$ cat src/rtl/eth_stream_arbiter.sv
// eth_stream_arbiter
//
// Round-robin arbiter that merges the per-channel AXI-to-stream sources
// (AW, W, B, AR, R) into one AXI4-Stream master feeding the Ethernet framer.
// One source is granted at a time and the grant is held for the whole packet.
// Accepted beats go through a 2-entry output FIFO whose head drives m_axis_*.
//
// Optional feature (macro ETH_STREAM_ARB_HEADER_EN):
//   Each grant first pushes a header beat {zero pad, seq[15:0], grant index}
//   (extra HDR state). A timeout release after a header pushes one
//   zero-data padding beat with tlast=1 so downstream framing stays closed.
//   When the macro is undefined there is no HDR state and no seq counter.
//
// Ports:
//   clk              rising-edge clock
//   reset            synchronous active-high reset
//   src_valid        per-source beat available
//   src_in_progress  per-source: packet continues after the current beat
//   src_data         per-source beat, source i at [i*DATA_WIDTH +: DATA_WIDTH]
//   src_ready        per-source ready, at most one bit set
//   m_axis_tdata     output beat
//   m_axis_tvalid    output beat valid
//   m_axis_tready    downstream ready
//   m_axis_tlast     last beat of packet
//   m_axis_tuser     index of the source that produced the beat

module eth_stream_arbiter #(
   parameter int NUM_SRC      = 5,
   parameter int DATA_WIDTH   = 128,
   parameter int SRC_ID_WIDTH = 3,
   parameter int IDLE_TIMEOUT = 255
) (
   input  logic                          clk,
   input  logic                          reset,
   input  logic [NUM_SRC-1:0]            src_valid,
   input  logic [NUM_SRC-1:0]            src_in_progress,
   input  logic [NUM_SRC*DATA_WIDTH-1:0] src_data,
   output logic [NUM_SRC-1:0]            src_ready,
   output logic [DATA_WIDTH-1:0]         m_axis_tdata,
   output logic                          m_axis_tvalid,
   input  logic                          m_axis_tready,
   output logic                          m_axis_tlast,
   output logic [SRC_ID_WIDTH-1:0]       m_axis_tuser
);

   localparam int FIFO_W = DATA_WIDTH + 1 + SRC_ID_WIDTH;

`ifdef ETH_STREAM_ARB_HEADER_EN
   typedef enum logic [1:0] {IDLE = 2'd0, GRANT = 2'd1, HDR = 2'd2} state_t;
`else
   typedef enum logic [0:0] {IDLE = 1'b0, GRANT = 1'b1} state_t;
`endif

   state_t                  state_q, state_d;
   logic [SRC_ID_WIDTH-1:0] grant_q, grant_d;
   logic [SRC_ID_WIDTH-1:0] ptr_q, ptr_d;
   logic [15:0]             idle_cnt_q, idle_cnt_d;
`ifdef ETH_STREAM_ARB_HEADER_EN
   logic [15:0]             seq_q, seq_d;
`endif

   logic [FIFO_W-1:0]       fifo_mem [2];
   logic                    wr_ptr_q, rd_ptr_q;
   logic [1:0]              count_q;

   logic                    fifo_space;
   logic                    pop;
   logic                    push;
   logic [DATA_WIDTH-1:0]   push_data;
   logic                    push_last;
   logic [SRC_ID_WIDTH-1:0] push_user;

   logic                    sel_valid;
   logic                    sel_inprog;
   logic [DATA_WIDTH-1:0]   sel_data;
   logic                    accept;

   logic                    found;
   logic [SRC_ID_WIDTH-1:0] pick;
   logic [SRC_ID_WIDTH-1:0] cand;

   // Ready depends only on registered state, so there is no combinational
   // path from m_axis_tready to src_ready.
   assign fifo_space = (count_q != 2'd2);
   assign pop        = (count_q != 2'd0) && m_axis_tready;

   assign sel_valid  = src_valid[grant_q];
   assign sel_inprog = src_in_progress[grant_q];
   assign sel_data   = src_data[int'(grant_q)*DATA_WIDTH +: DATA_WIDTH];
   assign accept     = (state_q == GRANT) && fifo_space && sel_valid;

   always_comb begin
      src_ready = '0;
      if ((state_q == GRANT) && fifo_space) begin
         src_ready[grant_q] = 1'b1;
      end
   end

   // Round-robin search: first requesting source after ptr, with wrap.
   always_comb begin
      found = 1'b0;
      pick  = ptr_q;
      cand  = ptr_q;
      for (int i = 1; i <= NUM_SRC; i++) begin
         cand = SRC_ID_WIDTH'((int'(ptr_q) + i) % NUM_SRC);
         if (!found && src_valid[cand]) begin
            found = 1'b1;
            pick  = cand;
         end
      end
   end

   always_comb begin
      state_d    = state_q;
      grant_d    = grant_q;
      ptr_d      = ptr_q;
      idle_cnt_d = idle_cnt_q;
      push       = 1'b0;
      push_data  = '0;
      push_last  = 1'b0;
      push_user  = grant_q;
`ifdef ETH_STREAM_ARB_HEADER_EN
      seq_d      = seq_q;
`endif
      case (state_q)
         IDLE: begin
            if (found) begin
               grant_d    = pick;
               idle_cnt_d = '0;
`ifdef ETH_STREAM_ARB_HEADER_EN
               state_d    = HDR;
`else
               state_d    = GRANT;
`endif
            end
         end
`ifdef ETH_STREAM_ARB_HEADER_EN
         HDR: begin
            if (fifo_space) begin
               push                                = 1'b1;
               push_data[SRC_ID_WIDTH-1:0]         = grant_q;
               push_data[SRC_ID_WIDTH +: 16]       = seq_q;
               seq_d                               = seq_q + 16'd1;
               state_d                             = GRANT;
            end
         end
`endif
         GRANT: begin
            if (accept) begin
               push       = 1'b1;
               push_data  = sel_data;
               push_last  = !sel_inprog;
               idle_cnt_d = '0;
               if (!sel_inprog) begin
                  ptr_d   = grant_q;
                  state_d = IDLE;
               end
            end else if (!sel_inprog) begin
               if (idle_cnt_q == 16'(IDLE_TIMEOUT - 1)) begin
`ifdef ETH_STREAM_ARB_HEADER_EN
                  // The header already opened a frame; close it with a pad
                  // beat, waiting for FIFO space if necessary.
                  if (fifo_space) begin
                     push      = 1'b1;
                     push_last = 1'b1;
                     ptr_d     = grant_q;
                     state_d   = IDLE;
                  end
`else
                  ptr_d   = grant_q;
                  state_d = IDLE;
`endif
               end else begin
                  idle_cnt_d = idle_cnt_q + 16'd1;
               end
            end
         end
         default: state_d = IDLE;
      endcase
   end

   always_ff @(posedge clk) begin
      if (reset) begin
         state_q     <= IDLE;
         grant_q     <= '0;
         ptr_q       <= SRC_ID_WIDTH'(NUM_SRC - 1);
         idle_cnt_q  <= '0;
         wr_ptr_q    <= 1'b0;
         rd_ptr_q    <= 1'b0;
         count_q     <= 2'd0;
         fifo_mem[0] <= '0;
         fifo_mem[1] <= '0;
`ifdef ETH_STREAM_ARB_HEADER_EN
         seq_q       <= '0;
`endif
      end else begin
         state_q    <= state_d;
         grant_q    <= grant_d;
         ptr_q      <= ptr_d;
         idle_cnt_q <= idle_cnt_d;
`ifdef ETH_STREAM_ARB_HEADER_EN
         seq_q      <= seq_d;
`endif
         if (push) begin
            fifo_mem[wr_ptr_q] <= {push_data, push_last, push_user};
            wr_ptr_q           <= ~wr_ptr_q;
         end
         if (pop) begin
            rd_ptr_q <= ~rd_ptr_q;
         end
         if (push && !pop) begin
            count_q <= count_q + 2'd1;
         end else if (!push && pop) begin
            count_q <= count_q - 2'd1;
         end
      end
   end

   // FIFO head drives the stream outputs.
   assign {m_axis_tdata, m_axis_tlast, m_axis_tuser} = fifo_mem[rd_ptr_q];
   assign m_axis_tvalid = (count_q != 2'd0);

endmodule

$ cat config.mk
export PLATFORM = sky130hd
export DESIGN_NAME = eth_stream_arbiter
export DESIGN_NICKNAME = d
export VERILOG_FILES = /design/src/rtl/eth_stream_arbiter.sv
export SDC_FILE = /design/constraint.sdc
export NUM_CORES = 1
export LEC_CHECK = 0
export CORE_AREA = 2 2 306 308
export DETAILED_ROUTE_END_ITERATION = 16
export DIE_AREA = 0 0 308 310
export SLEW_MARGIN = 25
export SYNTH_ARGS = -nofsm -noshare
export SYNTH_HDL_FRONTEND = slang
export SYNTH_SLANG_ARGS = --single-unit
$ cat constraint.sdc
create_clock -name clk -period 9.05 [get_ports clk]
set_input_delay 0.905 -clock clk [delete_from_list [all_inputs] [get_ports clk]]
set_output_delay 0.905 -clock clk [all_outputs]
set_load 0.005 [all_outputs]
==> impl_metrics.py <==
metrics = {
    "outcome": {
        "status": "finished, final reports clean",
    },
    "timing": {
        "maxSlewViolCount": 0,
        "hold_violations": 0,
        "whs_ns": 0.508,
        "fin_crit_sh_pct": 58.8,
        "period_minus_slack_ns": 5.32,
        "rsz0062_at_grt": "false",
        "fin_skew_ns": 0.0306,
        "slew_headroom_pct": 36.8,
        "setup_viol": 0,
        "worst_pin_slew_ns": 0.948,
        "fin_tns_setup_ns": 0,
        "clock.fmax_ghz": 0.188,
    },
    "clock_tree": {
        "cts_setup_buffers": 0,
        "clock_sinks": 292,
        "ctsHtreeMaxLevel": 2,
        "clk_pin_slew_ns": 0.06,
        "cts-hold-fix-buffers": 0,
        "ctsLongestPathBuffers": 3,
        "clkLatencyLatePin_ns": 0.57,
        "cts-root-buf": "clkbuf_16",
        "cts_made_buffers": 38,
        "cts_tree": "built",
        "post_cts_resized": 0,
    },
    "cells_and_area": {
        "instances_no_fill": 3956,
        "drive_gt1_share_pct": 10.9,
        "design_area_um2": 29500,
        "finalNetCount": 3395,
        "area_delta_synth_final_pct": 54.1,
    },
    "yosys": {
        "synth_edf_count": 264,
        "netlist_area_um2": 19200,
        "synth_cell_types": 78,
        "synth_warnings": 0,
        "netlist_instances": 2019,
        "synth_area_leaders": "edfxtp_1 41%, nor2_1 9.4%, mux2_2 8.6%, a21oi_1 5.3%, mux2i_1 4.7%",
        "synthTopCellsByCount": "481 x nor2_1, 264 x edfxtp_1, 202 x a21oi_1",
        "synth_seq_cells": 292,
        "synth_top_area_share_pct": 41.3,
        "synth-seq-area-share_pct": 44.3,
        "synth-main-ff-cell": "edfxtp_1",
        "synthesis.nets": 2699,
        "synth.avg_cell_area_um2": 9.50,
        "yosysTopAreaCell": "edfxtp_1",
        "async_flop_share_pct": 0,
        "yosysMostFrequentCell": "nor2_1",
    },
    "route": {
        "wl_met3_mm": 10.7,
        "wl_per_cell_um": 26.0,
        "drt-initial-drc-count": 1582,
        "ant_nets": 0,
        "viasPerCell": 4.84,
        "drc": 0,
        "dr.pass1.iters": 5,
        "vias": 19134,
        "drt_wl_total_mm": 103,
        "wl_met2_mm": 47.7,
        "wl_met1_mm": 41.4,
        "top_layer": "met5",
    },
    "worst_setup_path": {
        "crit_path_start_kind": "flip-flop",
        "required_ns": 9.55,
        "end_kind": "flip-flop",
        "crit_fanout": 33,
        "cp.arrival_ns": 5.82,
        "path_class": "reg -> reg",
    },
    "placement": {
        "place_congestion": 0.937,
        "dp.cells": 3872,
        "numPortBuffers": 790,
        "dp_hpwl_mm": 77.8,
        "dpl_cell_area_um2": 28300,
    },
    "power": {
        "ir_drop_uv": 134,
        "pwr_density_cell_nw_per_um2": 190,
        "leakage_nw": 10.7,
    },
    "die": {
        "num_io_pins": 791,
        "coreArea_um2": 92500,
        "num_rows": 112,
        "start_util_pct": 20.7,
        "dieArea_um2": 95500,
        "dieWidth_um": 308,
        "die_height_um": 310,
    },
    "global_routing": {
        "grt_pass1_wl_mm": 138,
        "grt_pass1_vias": 18335,
        "antenna_found_initial": 40,
        "grt_max_degree": 89,
        "grtUsageTotal_pct": 20.4,
        "grt_overflow": 0,
    },
    "job": {
        "timing.max_cap.violations": 0,
    },
    "worst_hold_path": {
        "hp-class": "reg -> reg",
    },
}
==> kinds of logic after synthesis <==
kind of cell    share of synthesized area (%)
simple gates                             15.9
compound gates                           17.1
mux                                      16.1
buf+inv                                  3.75
fa+ha+maj                                1.76
xor+xnor                                 1.10
flops                                    44.3
==> layout by cell type (no fill, tap or decap), types with 27 or more instances in the layout <==
| cell type | netlist | final |
|---|---|---|
| nor2_1 | 481 | 481 |
| buf_4 | 1 | 31 |
| ha_1 | 27 | 27 |
| mux2i_1 | 90 | 90 |
| mux2_2 | 147 | 147 |
| nand2_1 | 147 | 141 |
| a21oi_1 | 202 | 202 |
| o211ai_1 | 90 | 90 |
| o22ai_1 | 30 | 30 |
| clkdlybuf4s50_1 | 0 | 790 |
| edfxtp_1 | 264 | 264 |
| o21ai_0 | 32 | 31 |
| clkbuf_16 | 0 | 39 |
==> power breakdown <==
group | switching [mW] | internal [mW] | leakage (nW)
Combinational | 1.19 | 1.16 | 7.09
Sequential | 0.0854 | 1.67 | 2.99
Clock | 0.627 | 0.882 | 0.592
Total | 1.90 | 3.72 | 10.7
==> registers in the layout, indices dropped and copies added, names as in the netlist, named ones only <==
name        count
count_q         2
wr_ptr_q        1
rd_ptr_q        1
idle_cnt_q     16
grant_q         3
ptr_q           3
fifo_mem      264
state_q         1
==> final cells by class <==
class | instances | area (um2)
Multi-Input combinational cell | 1538 | 10000
Clock buffer | 46 | 1000
Clock inverter | 24 | 220
Sequential cell | 292 | 8500
Timing Repair Buffer | 822 | 8160
Antenna cell | 14 | 35.0
Tap cell | 1197 | 1500
Fill cell | 9589 | 62900
Inverter | 23 | 93.8
==> through the flow <==
| step | util [%] | worst slack [ns] | total power, mW |
|---|---|---|---|
| 3_3_place_gp | 30.6 | 3.87 | 4.14 |
| 5_1_grt | 31.9 | 3.43 | 5.85 |
| 6_report | 31.9 | 3.73 | 5.62 |
| 2_1_floorplan | - | 0.705 | 2.90 |
| 4_1_cts | 31.9 | 3.80 | 5.68 |
| 3_5_place_dp | 30.6 | 3.80 | 4.15 |
==> worst paths after layout <==
kind / depth (start not counted) / to / start / slack (ns)
min: 2 / flip-flop / rd_ptr_q / 0.51
max reg2reg: 16 / idle_cnt_q[5] / ptr_q[0] / 3.73
min reg2reg: 2 / flip-flop / rd_ptr_q / 0.51
max: 16 / idle_cnt_q[5] / ptr_q[0] / 3.73
==> routing by layer <==
| metal | global-route usage [%] | up-vias |
|---|---|---|
| met2 | 33.2 | 920 |
| met4 | 5.91 | 28 |
| met5 | 0 | - |
| met1 | 25.8 | 9248 |
| li1 | - | 8803 |
| met3 | 6.48 | 135 |
==> critical path, cell delays in order, from the launching register on <==
cell and delay (ns):
dfxtp_1 0.31, buf_4 0.34, clkinv_1 0.42, ha_1 0.85, ha_1 0.35, nor2_1 0.10
a211o_1 0.36, and2_1 0.20, ha_1 0.25, nor3b_1 0.15, a211o_2 0.37, and2_1 0.20
a211oi_2 0.35, nand4_1 0.24, o21bai_4 0.30, nor3b_2 0.30, o22a_1 0.16
Note: power is estimated with default switching activity, not from simulation.
